--- config.mk ---
export PLATFORM = sky130hd
export DESIGN_NAME = countdown_timer
export DESIGN_NICKNAME = d
export VERILOG_FILES = /design/src/rtl/countdown_timer_pkg.sv /design/src/rtl/countdown_timer_debounce.sv /design/src/rtl/countdown_timer.sv
export SDC_FILE = /design/constraint.sdc
export NUM_CORES = 1
export LEC_CHECK = 0
export BUFFER_PORTS_ARGS = -buffer_cell sky130_fd_sc_hd__buf_2
export CORE_MARGIN = 4
export CORE_UTILIZATION = 38
export DETAILED_ROUTE_END_ITERATION = 7
export PLACE_DENSITY = 0.53
export SYNTH_ARGS = -nofsm -noshare
export SYNTH_HDL_FRONTEND = slang
export SYNTH_SLANG_ARGS = --single-unit
--- constraint.sdc ---
create_clock -name kclk -period 2.2 [get_ports kclk]
set_input_delay 0.11 -clock kclk [delete_from_list [all_inputs] [get_ports kclk]]
set_output_delay 0.11 -clock kclk [all_outputs]
set_load 0.05 [all_outputs]
--- src/rtl/countdown_timer_pkg.sv ---
// Shared types and helpers for the HH:MM:SS countdown timer.
// State encoding, field indices, BCD time arithmetic, 7-seg decode.
package countdown_timer_pkg;

    typedef enum logic [1:0] {
        ST_SET,
        ST_RUN,
        ST_PAUSE,
        ST_ALARM
    } state_t;

    typedef struct packed {
        logic [3:0] h1;
        logic [3:0] h0;
        logic [3:0] m1;
        logic [3:0] m0;
        logic [3:0] s1;
        logic [3:0] s0;
    } bcd_time_t;

    localparam logic [1:0] FLD_HR  = 2'd0;
    localparam logic [1:0] FLD_MIN = 2'd1;
    localparam logic [1:0] FLD_SEC = 2'd2;

    localparam logic [6:0] SEG_0   = 7'b1111110;
    localparam logic [6:0] SEG_1   = 7'b0110000;
    localparam logic [6:0] SEG_2   = 7'b1101101;
    localparam logic [6:0] SEG_3   = 7'b1111001;
    localparam logic [6:0] SEG_4   = 7'b0110011;
    localparam logic [6:0] SEG_5   = 7'b1011011;
    localparam logic [6:0] SEG_6   = 7'b1011111;
    localparam logic [6:0] SEG_7   = 7'b1110000;
    localparam logic [6:0] SEG_8   = 7'b1111111;
    localparam logic [6:0] SEG_9   = 7'b1111011;
    localparam logic [6:0] SEG_BAD = 7'b0011111;

    function automatic logic [6:0] seg_of(input logic [3:0] d);
        logic [6:0] s;
        case (d)
            4'd0:    s = SEG_0;
            4'd1:    s = SEG_1;
            4'd2:    s = SEG_2;
            4'd3:    s = SEG_3;
            4'd4:    s = SEG_4;
            4'd5:    s = SEG_5;
            4'd6:    s = SEG_6;
            4'd7:    s = SEG_7;
            4'd8:    s = SEG_8;
            4'd9:    s = SEG_9;
            default: s = SEG_BAD;
        endcase
        return s;
    endfunction

    // Two-digit BCD increment wrapping max -> 00, no carry out.
    function automatic logic [7:0] inc2(
        input logic [3:0] tens,
        input logic [3:0] ones,
        input logic [3:0] max_t,
        input logic [3:0] max_o
    );
        logic [7:0] r;
        if (tens == max_t && ones == max_o)
            r = 8'h00;
        else if (ones == 4'd9)
            r = {tens + 4'd1, 4'd0};
        else
            r = {tens, ones + 4'd1};
        return r;
    endfunction

    function automatic bcd_time_t bcd_inc(
        input bcd_time_t  t,
        input logic [1:0] fld
    );
        bcd_time_t r;
        r = t;
        case (fld)
            FLD_HR:  {r.h1, r.h0} = inc2(t.h1, t.h0, 4'd1, 4'd1);
            FLD_MIN: {r.m1, r.m0} = inc2(t.m1, t.m0, 4'd5, 4'd9);
            FLD_SEC: {r.s1, r.s0} = inc2(t.s1, t.s0, 4'd5, 4'd9);
            default: r = t;
        endcase
        return r;
    endfunction

    // Borrow chain s0->s1->m0->m1->h0->h1; caller guarantees t != 0.
    function automatic bcd_time_t bcd_dec(input bcd_time_t t);
        bcd_time_t r;
        r = t;
        if (t.s0 != 4'd0) begin
            r.s0 = t.s0 - 4'd1;
        end else begin
            r.s0 = 4'd9;
            if (t.s1 != 4'd0) begin
                r.s1 = t.s1 - 4'd1;
            end else begin
                r.s1 = 4'd5;
                if (t.m0 != 4'd0) begin
                    r.m0 = t.m0 - 4'd1;
                end else begin
                    r.m0 = 4'd9;
                    if (t.m1 != 4'd0) begin
                        r.m1 = t.m1 - 4'd1;
                    end else begin
                        r.m1 = 4'd5;
                        if (t.h0 != 4'd0) begin
                            r.h0 = t.h0 - 4'd1;
                        end else begin
                            r.h0 = 4'd9;
                            r.h1 = t.h1 - 4'd1;
                        end
                    end
                end
            end
        end
        return r;
    endfunction

endpackage

--- src/rtl/countdown_timer_debounce.sv ---
// Button debouncer: DEB_LEN high samples form a press level,
// whose rising edge yields a single-cycle pulse.
module btn_debounce_edge #(
    parameter int DEB_LEN = 7
) (
    input  logic kclk,
    input  logic rst,
    input  logic raw,
    output logic pulse
);

    logic [DEB_LEN-1:0] sr;
    logic               level;
    logic               level_q;

    assign level = &sr;
    assign pulse = level & ~level_q;

    // Sample history and delayed level for edge detection.
    always_ff @(posedge kclk or posedge rst) begin
        if (rst) begin
            sr      <= '0;
            level_q <= 1'b0;
        end else begin
            sr      <= {sr[DEB_LEN-2:0], raw};
            level_q <= level;
        end
    end

endmodule

--- src/rtl/countdown_timer.sv ---
// HH:MM:SS down-counter with preset, pause and alarm,
// driving a 6-digit multiplexed 7-segment display.
module countdown_timer
    import countdown_timer_pkg::*;
#(
    parameter int TICK_DIV     = 1000,
    parameter int DEB_LEN      = 7,
    parameter int ALARM_CYCLES = 3000
) (
    input  logic       kclk,
    input  logic       rst,
    input  logic       btn_start,
    input  logic       btn_sel,
    input  logic       btn_inc,
    input  logic       speed,
    output logic [6:0] seg,
    output logic [2:0] de,
    output logic       alarm,
    output logic       running,
    output logic [1:0] sel_field
);

    localparam int PW = (TICK_DIV > 1) ? $clog2(TICK_DIV) : 1;
    localparam int AW = (ALARM_CYCLES > 1) ? $clog2(ALARM_CYCLES) : 1;
    localparam logic [PW-1:0] PRE_MAX = PW'(TICK_DIV - 1);
    localparam logic [AW-1:0] ALM_MAX = AW'(ALARM_CYCLES - 1);

    state_t        state_q, state_d;
    bcd_time_t     tm_q, tm_d;
    logic [1:0]    sel_q, sel_d;
    logic [PW-1:0] pre_q;
    logic [AW-1:0] alm_q;
    logic          start_p, sel_p, inc_p;
    logic          tick;
    logic          tm_zero;
    logic [3:0]    dig;

    btn_debounce_edge #(.DEB_LEN(DEB_LEN)) u_deb_start (
        .kclk  (kclk),
        .rst   (rst),
        .raw   (btn_start),
        .pulse (start_p)
    );

    btn_debounce_edge #(.DEB_LEN(DEB_LEN)) u_deb_sel (
        .kclk  (kclk),
        .rst   (rst),
        .raw   (btn_sel),
        .pulse (sel_p)
    );

    btn_debounce_edge #(.DEB_LEN(DEB_LEN)) u_deb_inc (
        .kclk  (kclk),
        .rst   (rst),
        .raw   (btn_inc),
        .pulse (inc_p)
    );

    assign tm_zero   = (tm_q == '0);
    assign tick      = (state_q == ST_RUN) &&
                       (speed || pre_q == PRE_MAX);
    assign alarm     = (state_q == ST_ALARM);
    assign running   = (state_q == ST_RUN);
    assign sel_field = sel_q;

    // State, time digits and field selector registers.
    always_ff @(posedge kclk or posedge rst) begin
        if (rst) begin
            state_q <= ST_SET;
            tm_q    <= '0;
            sel_q   <= FLD_HR;
        end else begin
            state_q <= state_d;
            tm_q    <= tm_d;
            sel_q   <= sel_d;
        end
    end

    // Next state; start beats sel beats inc, one action per cycle.
    always_comb begin
        state_d = state_q;
        tm_d    = tm_q;
        sel_d   = sel_q;
        unique case (state_q)
            ST_SET: begin
                if (start_p) begin
                    if (!tm_zero)
                        state_d = ST_RUN;
                end else if (sel_p) begin
                    sel_d = (sel_q == FLD_SEC) ? FLD_HR
                                               : sel_q + 2'd1;
                end else if (inc_p) begin
                    tm_d = bcd_inc(tm_q, sel_q);
                end
            end
            ST_RUN: begin
                if (start_p) begin
                    state_d = ST_PAUSE;
                end else if (tick) begin
                    if (tm_zero)
                        state_d = ST_ALARM;
                    else
                        tm_d = bcd_dec(tm_q);
                end
            end
            ST_PAUSE: begin
                if (start_p)
                    state_d = ST_RUN;
            end
            ST_ALARM: begin
                if (start_p || alm_q == ALM_MAX)
                    state_d = ST_SET;
            end
            default: state_d = ST_SET;
        endcase
    end

    // Prescaler: cleared in SET, counts in RUN, held otherwise.
    always_ff @(posedge kclk or posedge rst) begin
        if (rst)
            pre_q <= '0;
        else if (state_q == ST_SET)
            pre_q <= '0;
        else if (state_q == ST_RUN)
            pre_q <= (pre_q == PRE_MAX) ? '0 : pre_q + 1'b1;
    end

    // Alarm duration counter, restarted on every ALARM entry.
    always_ff @(posedge kclk or posedge rst) begin
        if (rst)
            alm_q <= '0;
        else if (state_q == ST_ALARM)
            alm_q <= alm_q + 1'b1;
        else
            alm_q <= '0;
    end

    // Free-running digit scan 0..5.
    always_ff @(posedge kclk or posedge rst) begin
        if (rst)
            de <= 3'd0;
        else
            de <= (de == 3'd5) ? 3'd0 : de + 3'd1;
    end

    // Display mux: pick the scanned digit and decode it.
    always_comb begin
        dig = 4'hF;
        unique case (de)
            3'd0:    dig = tm_q.h1;
            3'd1:    dig = tm_q.h0;
            3'd2:    dig = tm_q.m1;
            3'd3:    dig = tm_q.m0;
            3'd4:    dig = tm_q.s1;
            3'd5:    dig = tm_q.s0;
            default: dig = 4'hF;
        endcase
        seg = seg_of(dig);
    end

endmodule

After elaboration in Yosys (flattened, before gate mapping)
Memories as Yosys holds them, arrays and structs flattened. Index checks and enable logic that the tools add are counted.

Input port bits: 6. Memory bits (read-only): 112. Memories kept: 1. Flip-flop bits (word level): 77. Word-level logic and storage cells: 151. Output and inout bits: 14.

$add $sub $neg: 16. Eq/ne operators: 42. Mux-type cells: 41. Reduce and logical (&&, ||, !) cells: 27. Bitwise logic cells: 7.

Memory list: (no name shown) (depth 16, bits a word 7, read ports 1, clocked after memory_dff 0, wr ports 0, RTL line countdown_timer_pkg.sv:39) `case (d)`.

Operators by type and width (count): $mux W24 (6); $mux W8 (10); $pmux W24 S2 (1); $mux W10 (3); $ne A2 B2 Y1 const B (14); $add A4 B1 Y4 const B (6); $logic_not A24 Y1 (1); $mux W12 (2); $mux W4 (6); $pmux W4 S6 (1); $reduce_and A12 Y1 (2); $sub A4 B1 Y4 const B (6); $reduce_and A7 Y1 (3); $mux W20 (1); $reduce_and A10 Y1 (2); $reduce_bool A4 Y1 (5); $mux W16 (1); $mux W2 (8); $reduce_and A14 Y1 (1); $add A12 B1 Y12 const B (1); $eq A12 B12 Y1 const B (1); $eq A4 B4 Y1 const B (3); $add A10 B1 Y10 const B (1); $eq A10 B10 Y1 const B (1); 24 further kinds (47).

Logic depth before layout (Yosys ltp)
Gate-level depths: netlist of run 1.

Depth after elaboration: 10. Depth in mapped cells: 14. Mapped depth without buffers: 13.

By module
From an unflattened synthesis of run 1, not the netlist that was laid out.

Cell total of the unflattened synthesis: 501. Area total of the unflattened synthesis: 4584.4 um2.

By module, submodules not included: countdown_timer (sequential area each 1326.3 um2, instances 1, area each 3890.0 um2, cells an instance 459); btn_debounce_edge (sequential area each 200.2 um2, instances 3, area each 231.5 um2, cells an instance 14).

Worst setup path before layout of run 1
OpenSTA, ideal clock, no wires.

Path kind: flip-flop to output port. Start point: register de[1]. End point: output seg[1]. Data required time: 2090 ps. Cell stages (with the launch flop): 13. Path buffers: 1. Data arrival time: 3525 ps. Slack: -1435 ps. Cell sequence: dfrtp_1 > clkbuf_1 > inv_1 > nor2_1 > ha_1 > o21ba_2 > a21oi_1 > a21oi_1 > a21oi_1 > inv_1 > ha_1 > and2_1 > o21ai_0.

Longest elaborated chain between the ends: 3. Elaborated cells on any way between the ends: 8. Classes of those cells: eq/ne (5); mux (1); reduce/logical (1); memory (1).

RTL lines: start, declared (RTL line countdown_timer.sv:17) `output logic [2:0] de,`; start signal, assigned (RTL line countdown_timer.sv:143) `de <= (de == 3'd5) ? 3'd0 : de + 3'd1;`; $eq A3 B3 Y1, or another cell as far along (RTL line countdown_timer.sv:149) `unique case (de)`; $pmux W4 S6 (*) (RTL line countdown_timer.sv:149); $mem_v2 Z16 W7 (*); end, declared (RTL line countdown_timer.sv:16) `output logic [6:0] seg,`.

Mark *: on every way between the ends. The rest lies on a longest branch, timed or not.

Final worst setup path of run 1
Start point: register tm_q[4] (netlist name). End point: output seg[6].

Longest elaborated chain between the ends: 2.

RTL lines: start, declared (RTL line countdown_timer.sv:29) `bcd_time_t tm_q, tm_d;`; start signal, assigned (RTL line countdown_timer.sv:74) `tm_q <= tm_d;`; $pmux W4 S6 (RTL line countdown_timer.sv:149); $mem_v2 Z16 W7.

Every way passes these cells.

==> results of run 1 <==
## state kept, by name, summed over array words and instances (netlist names)
signal and count:
state_q 2, u_deb_start.sr 7, u_deb_sel.sr 7, alm_q 12
u_deb_inc.sr 7, u_deb_start.level_q 1, u_deb_inc.level_q 1, pre_q 10
sel_field 2, de 3, tm_q 24, u_deb_sel.level_q 1
## timing repair
item	in CTS	in global routing
endpoints found under the setup margin	15	31
resized for setup	42	39
buffers inserted	7	9
pin swaps	16	15
endpoints found under the hold margin	31	0
hold buffers	4	0
## power breakdown
part           internal (uW)  leakage (uW)  switching (uW)  total [uW]
logic                   1060       0.00171            1270        2330
registers               1550      0.000972             105        1660
clock network            912      0.000146             617        1530
total                   3520       0.00283            2000        5520
## path summary, 6_finish.rpt
kind                            slack (ns)  cells after the start                      start                   endpoint
max in group asynchronous             1.25                      4                        rst            de[1]$_DFF_PP0_
worst min register to register        0.38                      0  u_deb_inc.sr[2]$_DFF_PP0_  u_deb_inc.sr[3]$_DFF_PP0_
worst max register to register       -0.12                      9        tm_q[4]$_DFFE_PP0P_       tm_q[20]$_DFFE_PP0P_
worst max-delay path                 -0.35                     10        tm_q[4]$_DFFE_PP0P_                     seg[6]
worst min-delay path                  0.35                      3                        rst        tm_q[2]$_DFFE_PP0P_
min in group kclk                     0.38                      0  u_deb_inc.sr[2]$_DFF_PP0_  u_deb_inc.sr[3]$_DFF_PP0_
## cell usage after synthesis, types with 3 or more instances
cell / instances
a21o_1: 3
mux2i_1: 4
or3_1: 6
xor2_1: 7
clkbuf_1: 16
and3_1: 7
nand2_1: 36
dfrtp_1: 77
o21a_1: 4
buf_2: 7
nor3_1: 11
a21oi_1: 36
inv_1: 31
o221ai_1: 3
a41oi_1: 3
nand3b_1: 4
o21ai_0: 35
nor3b_1: 6
o22ai_1: 3
xnor2_1: 4
o21ai_1: 4
mux4_2: 3
o211ai_1: 7
nand2b_1: 3
a22o_1: 8
o31ai_1: 6
nand3_1: 20
ha_1: 25
a31oi_1: 14
nor4_1: 3
mux2_2: 3
and2_1: 6
nand4_1: 8
nor2_1: 58
## metrics by stage
stage	setup WS (ns)	cells
floorplan	-0.571	520
global placement	-0.0509	766
detailed placement	-0.0896	766
CTS	-0.339	792
global route	-0.462	801
finish	-0.349	801
## logic make-up after synthesis
group	count (synthesis)	share of synthesized area, %
mux	11	3.28
xor+xnor	11	2.02
compound gates	152	22.4
buf+inv	56	4.75
flops	77	40.4
simple gates	188	20.6
fa+ha+maj	25	6.56
## layer usage
| layer | GRT usage, % | wire, um | up-vias |
|---|---|---|---|
| li1 | - | - | 2118 |
| met1 | 24.4 | 5860 | 2026 |
| met2 | 29.2 | 6060 | 60 |
| met3 | 3.58 | 355 | 14 |
| met4 | 6.59 | 184 | 0 |
| met5 | 0 | 0 | - |
## worst max-delay path: cells and delay by family (launching register included)
| kind | cells | cell delay [ns] |
|---|---|---|
| adders and majority gates | 1 | 0.14 |
| DFF | 1 | 0.39 |
| and+or+nand+nor | 1 | 0.12 |
| AOI/OAI and AO/OA | 3 | 0.25 |
| muxes | 2 | 0.74 |
| buffers and inverters | 3 | 0.45 |
## cell type report
class | count | area [um2]
clock buffers | 11 | 243
clock inverters | 5 | 60.1
fillers | 1116 | 5710
inverters | 31 | 120
multi-input cells | 387 | 2910
flip-flops and latches | 77 | 1930
well taps | 168 | 210
repair buffers | 122 | 980
==> flow_summary_export.csv, run 1 <==
group,metric,value,unit
clocking,clock-root-buffer,"clkbuf_16",
critical_path,crit_path_max_fanout,5,
timing,fin_crit,2.55,ns
detailed_routing,viasPerCell,5.27,
timing,hold_viol,0,
grt,grt_pass1_wl,21000,um
timing,max_clock_freq,392,MHz
synth,synth_edf_count,0,
detailed_routing,first_pass_iters,4,
place,hpwl,8710,um
detailed_routing,drtIter0Drc,309,
timing,rsz0062_at_grt,"true",
synth,syn_area,4770,um2
timing,finalSetupViolCount,12,
grt,grt_overflow_total,0,
status,status,"finished, violations left",
floorplanning,start_util,39.2,%
floorplanning,rows,40,
place,portBuffers,19,
clocking,clk_latency,0.35,ns
timing,fin_tns_setup,-2.13,ns
synth,synth.net_count,551,
synth,synth-seq-cells,77,
critical_path,worstPathRequired,2.09,ns
finish,post-route-cell-area,6450,um2
finish,layout_commonest_cell,"buf_4",
synth,synthFlopType,"dfrtp_1",
synth,yosysSeqAreaShare,40.4,%
synth,yosys_warnings,0,
finish,final_nets,659,
floorplanning,die_x,120,um
place,place_area,5700,um2
finish,drive_gt1_share,34.9,%
critical_path,arrival,2.44,ns
critical_path,path_class,"register to output pin",
clocking,h-tree-depth,3,
floorplanning,core_area,12200,um2
timing,hold_ws,0.347,ns
critical_path,critPathMaxStageDelay,0.46,ns
clocking,clockBufferDepth,2,
synth,ys_top_cells_by_area,"dfrtp_1, ha_1, nor2_1",
critical_path,end_kind,"output pin",
synth,yosysTopAreaCellShare,40.4,%
critical_path,path_cells,"buf_4, mux4_2, nor2_2, a21oi_2, a21oi_2, buf_4, ha_1, a21oi_1, mux2_4, buf_8",
timing,slew_headroom,62.1,%
detailed_routing,ant_nets,0,
synth,async_flop_share,100,%
floorplanning,fp.dieArea,14400,um2
grt,grt_usage,18.2,%
critical_path,crit_slowest_cell,"mux4_2",
synth,syn_inst,520,
synth,netlist-cell-type-count,75,
finish,area_growth,35.2,%
finish,diodes,0,
clocking,clk_pin_slew,0.06,ns
finish,layout_common_cells,"buf_4, dfrtp_1, nor2_1, nand2_1, a21oi_1",
place,gp_congestion,0.826,
detailed_routing,vias,4218,
clocking,cts_buffers,9,
status,violations,"setup timing",
power_and_ir_drop,power.density,855,nW/um2
power_and_ir_drop,max-vdd-ir-drop,0.537,mV
detailed_routing,wirelength,12500,um
grt,grt_pass1_vias,4220,
hold_path,hold_path.class,"input port to async pin",
critical_path,start_kind,"register",
power_and_ir_drop,power_leakage,0.00283,uW
clocking,cts.sinks,77,
timing,period_share,116,%
synth,synth.avg_cell_area,9.17,um2
floorplanning,pin_count,20,
detailed_routing,wire_per_inst,15.6,um
timing,layout_setup_ws,-0.349,ns
grt,grt_max_degree,38,
detailed_routing,drcViolationCount,0,
flow_run,drv_cap,0,
finish,finalCoreUtilization,53.0,%
timing,slew_viol_final,0,
floorplanning,die_h,120,um
timing,clock_skew,0.0101,ns
clocking,cts_tree,"done",
grt,antenna_found_initial,0,
power_and_ir_drop,power.total,5520,uW
timing,tightest_slew,0.568,ns
synth,netlist.top_cell.by_area,"dfrtp_1",
Power figures use the tool's default switching activity.
==> inputs of run 2 (changes only) <==
--- a/config.mk
+++ b/config.mk
@@ -7,9 +7,10 @@
 export LEC_CHECK = 0
 export BUFFER_PORTS_ARGS = -buffer_cell sky130_fd_sc_hd__buf_2
 export CORE_MARGIN = 4
-export CORE_UTILIZATION = 38
+export CORE_UTILIZATION = 45
 export DETAILED_ROUTE_END_ITERATION = 7
-export PLACE_DENSITY = 0.53
+export PLACE_DENSITY = 0.62
 export SYNTH_ARGS = -nofsm -noshare
 export SYNTH_HDL_FRONTEND = slang
 export SYNTH_SLANG_ARGS = --single-unit
+export TNS_END_PERCENT = 50
==> run 2 against run 1 <==
  * The flow still finishes with violations (setup timing)
  * Count of clock-buffer cells in the layout is 1 higher
  * Clock skew up 0.00066 ns
  * Non-clock buffer count down 1
  * Register-to-register slack gained 0.05 ns
  * Via count decreased by 0.52%
  * Wire length shrank 5.6%
  * Setup slack worse by 0.0071 ns
  * Sequential cell count stayed put
  * Combinational power hardly changed
  * Cell area shrank 2.8%
  * Sequential share of layout area up 0.83 points
  * Clock power decreased by 30%
  * Critical path type unchanged
  * Largest cell class unchanged
  * Largest power group unchanged
==> flow_summary_export.csv, run 2 (synthesis results as in run 1) <==
group,metric,value,unit
timing,slew_viol_final,0,
place,gp_congestion,0.809,
grt,grt_max_degree,78,
clocking,h-tree-depth,3,
flow_run,drv_cap,0,
clocking,clock-root-buffer,"clkbuf_8",
floorplanning,pin_count,20,
detailed_routing,drtIter0Drc,262,
detailed_routing,wire_per_inst,15.3,um
detailed_routing,wirelength,11800,um
finish,largest_register_ffs,24,
grt,grt_overflow_total,0,
grt,grt_pass1_vias,4190,
critical_path,crit_path_max_fanout,5,
place,hpwl,8100,um
power_and_ir_drop,max-vdd-ir-drop,0.660,mV
critical_path,critPathMaxStageDelay,0.41,ns
detailed_routing,drcViolationCount,0,
timing,rsz0062_at_grt,"true",
floorplanning,rows,37,
critical_path,path_class,"register to output pin",
finish,finalCoreUtilization,60.7,%
grt,grtUsageMet3,3.55,%
detailed_routing,ant_nets,0,
timing,finalSetupViolCount,9,
floorplanning,start_util,46.2,%
timing,layout_setup_ws,-0.356,ns
detailed_routing,vias,4196,
grt,gr-usage-met2,32.8,%
critical_path,path_delay_family,"compound AO/OA/AOI/OAI gates",
finish,layout_common_cells,"buf_4, dfrtp_1, nor2_1, nand2_1, o21ai_0",
floorplanning,die_h,111,um
critical_path,arrival,2.45,ns
timing,clock_skew,0.0108,ns
hold_path,hold_path.class,"input port to register",
detailed_routing,first_pass_iters,4,
floorplanning,core_area,10300,um2
finish,regMostFlops,"tm_q",
timing,slew_headroom,68.4,%
finish,final_nets,659,
floorplanning,die_x,111,um
finish,area_growth,31.4,%
grt,grt_usage,19.8,%
place,portBuffers,19,
grt,grtUsageMet1,26.5,%
finish,layout_commonest_cell,"buf_4",
timing,hold_viol,0,
finish,top_regs,"tm_q x24, alm_q x12, pre_q x10",
timing,period_share,116,%
clocking,clockBufferDepth,2,
critical_path,end_kind,"output pin",
power_and_ir_drop,power_leakage,0.00276,uW
timing,tightest_slew,0.470,ns
clocking,clk_pin_slew,0.08,ns
grt,busiest_layer,"met2",
critical_path,critPathBufInv,2,
finish,drive_gt1_share,33.7,%
finish,diodes,0,
status,violations,"setup timing",
clocking,cts.sinks,77,
clocking,cts_buffers,9,
timing,max_clock_freq,391,MHz
clocking,clk_latency,0.36,ns
power_and_ir_drop,power.density,808,nW/um2
detailed_routing,viasPerCell,5.46,
critical_path,crit_slowest_cell,"a211oi_1",
status,status,"finished, violations left",
critical_path,worstPathRequired,2.09,ns
critical_path,start_kind,"register",
floorplanning,fp.dieArea,12300,um2
critical_path,path_cells,"inv_4, nor2_2, ha_2, o21ba_4, a211oi_1, o21ai_2, nor2_4, a21oi_2, mux2_4, buf_8",
grt,grt_pass1_wl,20200,um
timing,fin_crit,2.56,ns
clocking,cts_tree,"done",
place,pre_cts_slack,-0.0960,ns
grt,antenna_found_initial,0,
finish,fillers,896,
-- run 2: layout make-up --
class                           count  area (um2)  area share [%]
Timing Repair Buffer              121         977            15.6
Sequential cell                    77        1930            30.8
Tap cell                          136         170            2.71
Clock inverter                      3        46.3           0.738
Clock buffer                       12         145            2.31
Inverter                           31         121            1.94
Multi-Input combinational cell    388        2880            45.9
-- run 2: where the power goes --
part / internal, uW / switching (uW) / total [uW]
combinational: 1060 / 1270 / 2330
clock: 552 / 515 / 1070
sequential: 1550 / 120 / 1670
-- run 2: path summary, 6_finish.rpt --
kind,endpoint,depth (start not counted),slack (ns),start
worst max-delay path,seg[6],10,-0.36,de[1]$_DFF_PP0_
worst min-delay path,state_q[1]$_DFFE_PP0P_,5,0.18,speed
worst max register to register,tm_q[20]$_DFFE_PP0P_,8,-0.07,tm_q[9]$_DFFE_PP0P_
worst min register to register,u_deb_start.sr[3]$_DFF_PP0_,0,0.38,u_deb_start.sr[2]$_DFF_PP0_
max in group asynchronous,de[1]$_DFF_PP0_,4,1.46,rst
min in group asynchronous,pre_q[4]$_DFFE_PP0P_,4,0.41,rst
-- run 2: layer usage --
metal,up-vias,wire length (um),share of wire (%)
met1,2006,5430,46
met5,-,0,0
li1,2111,-,-
met4,0,175,1.5
met2,65,5690,48
met3,14,469,4.0
-- run 2: stage by stage --
step | hold slack, ns | instance area [um2] | power (uW) | std cells | TNS, ns
6_report | 0.179 | 6270 | 5070 | 768 | -2.21
2_1_floorplan | 0.141 | 4860 | 2910 | 520 | -2.70
5_1_grt | 0.193 | 6270 | 5420 | 768 | -4.14
3_5_place_dp | 0.219 | 5680 | 3630 | 738 | -0.377
4_1_cts | 0.161 | 6120 | 4930 | 762 | -1.87
3_3_place_gp | 0.219 | 5680 | 3600 | 738 | -0.123
-- run 2: what timing repair did --
action,in CTS,in global routing
gates resized for setup,47,31
setup endpoints to repair,16,26
hold buffers,4,0
pin swaps,10,18
endpoints found under the hold margin,80,0
setup buffers,5,5
gates cloned,0,1
-- run 2: worst min-delay path, delay by kind of cell --
family	cells	cell delay, ns
AO/OA/AOI/OAI	3	0.25
buffers and inverters	2	0.13
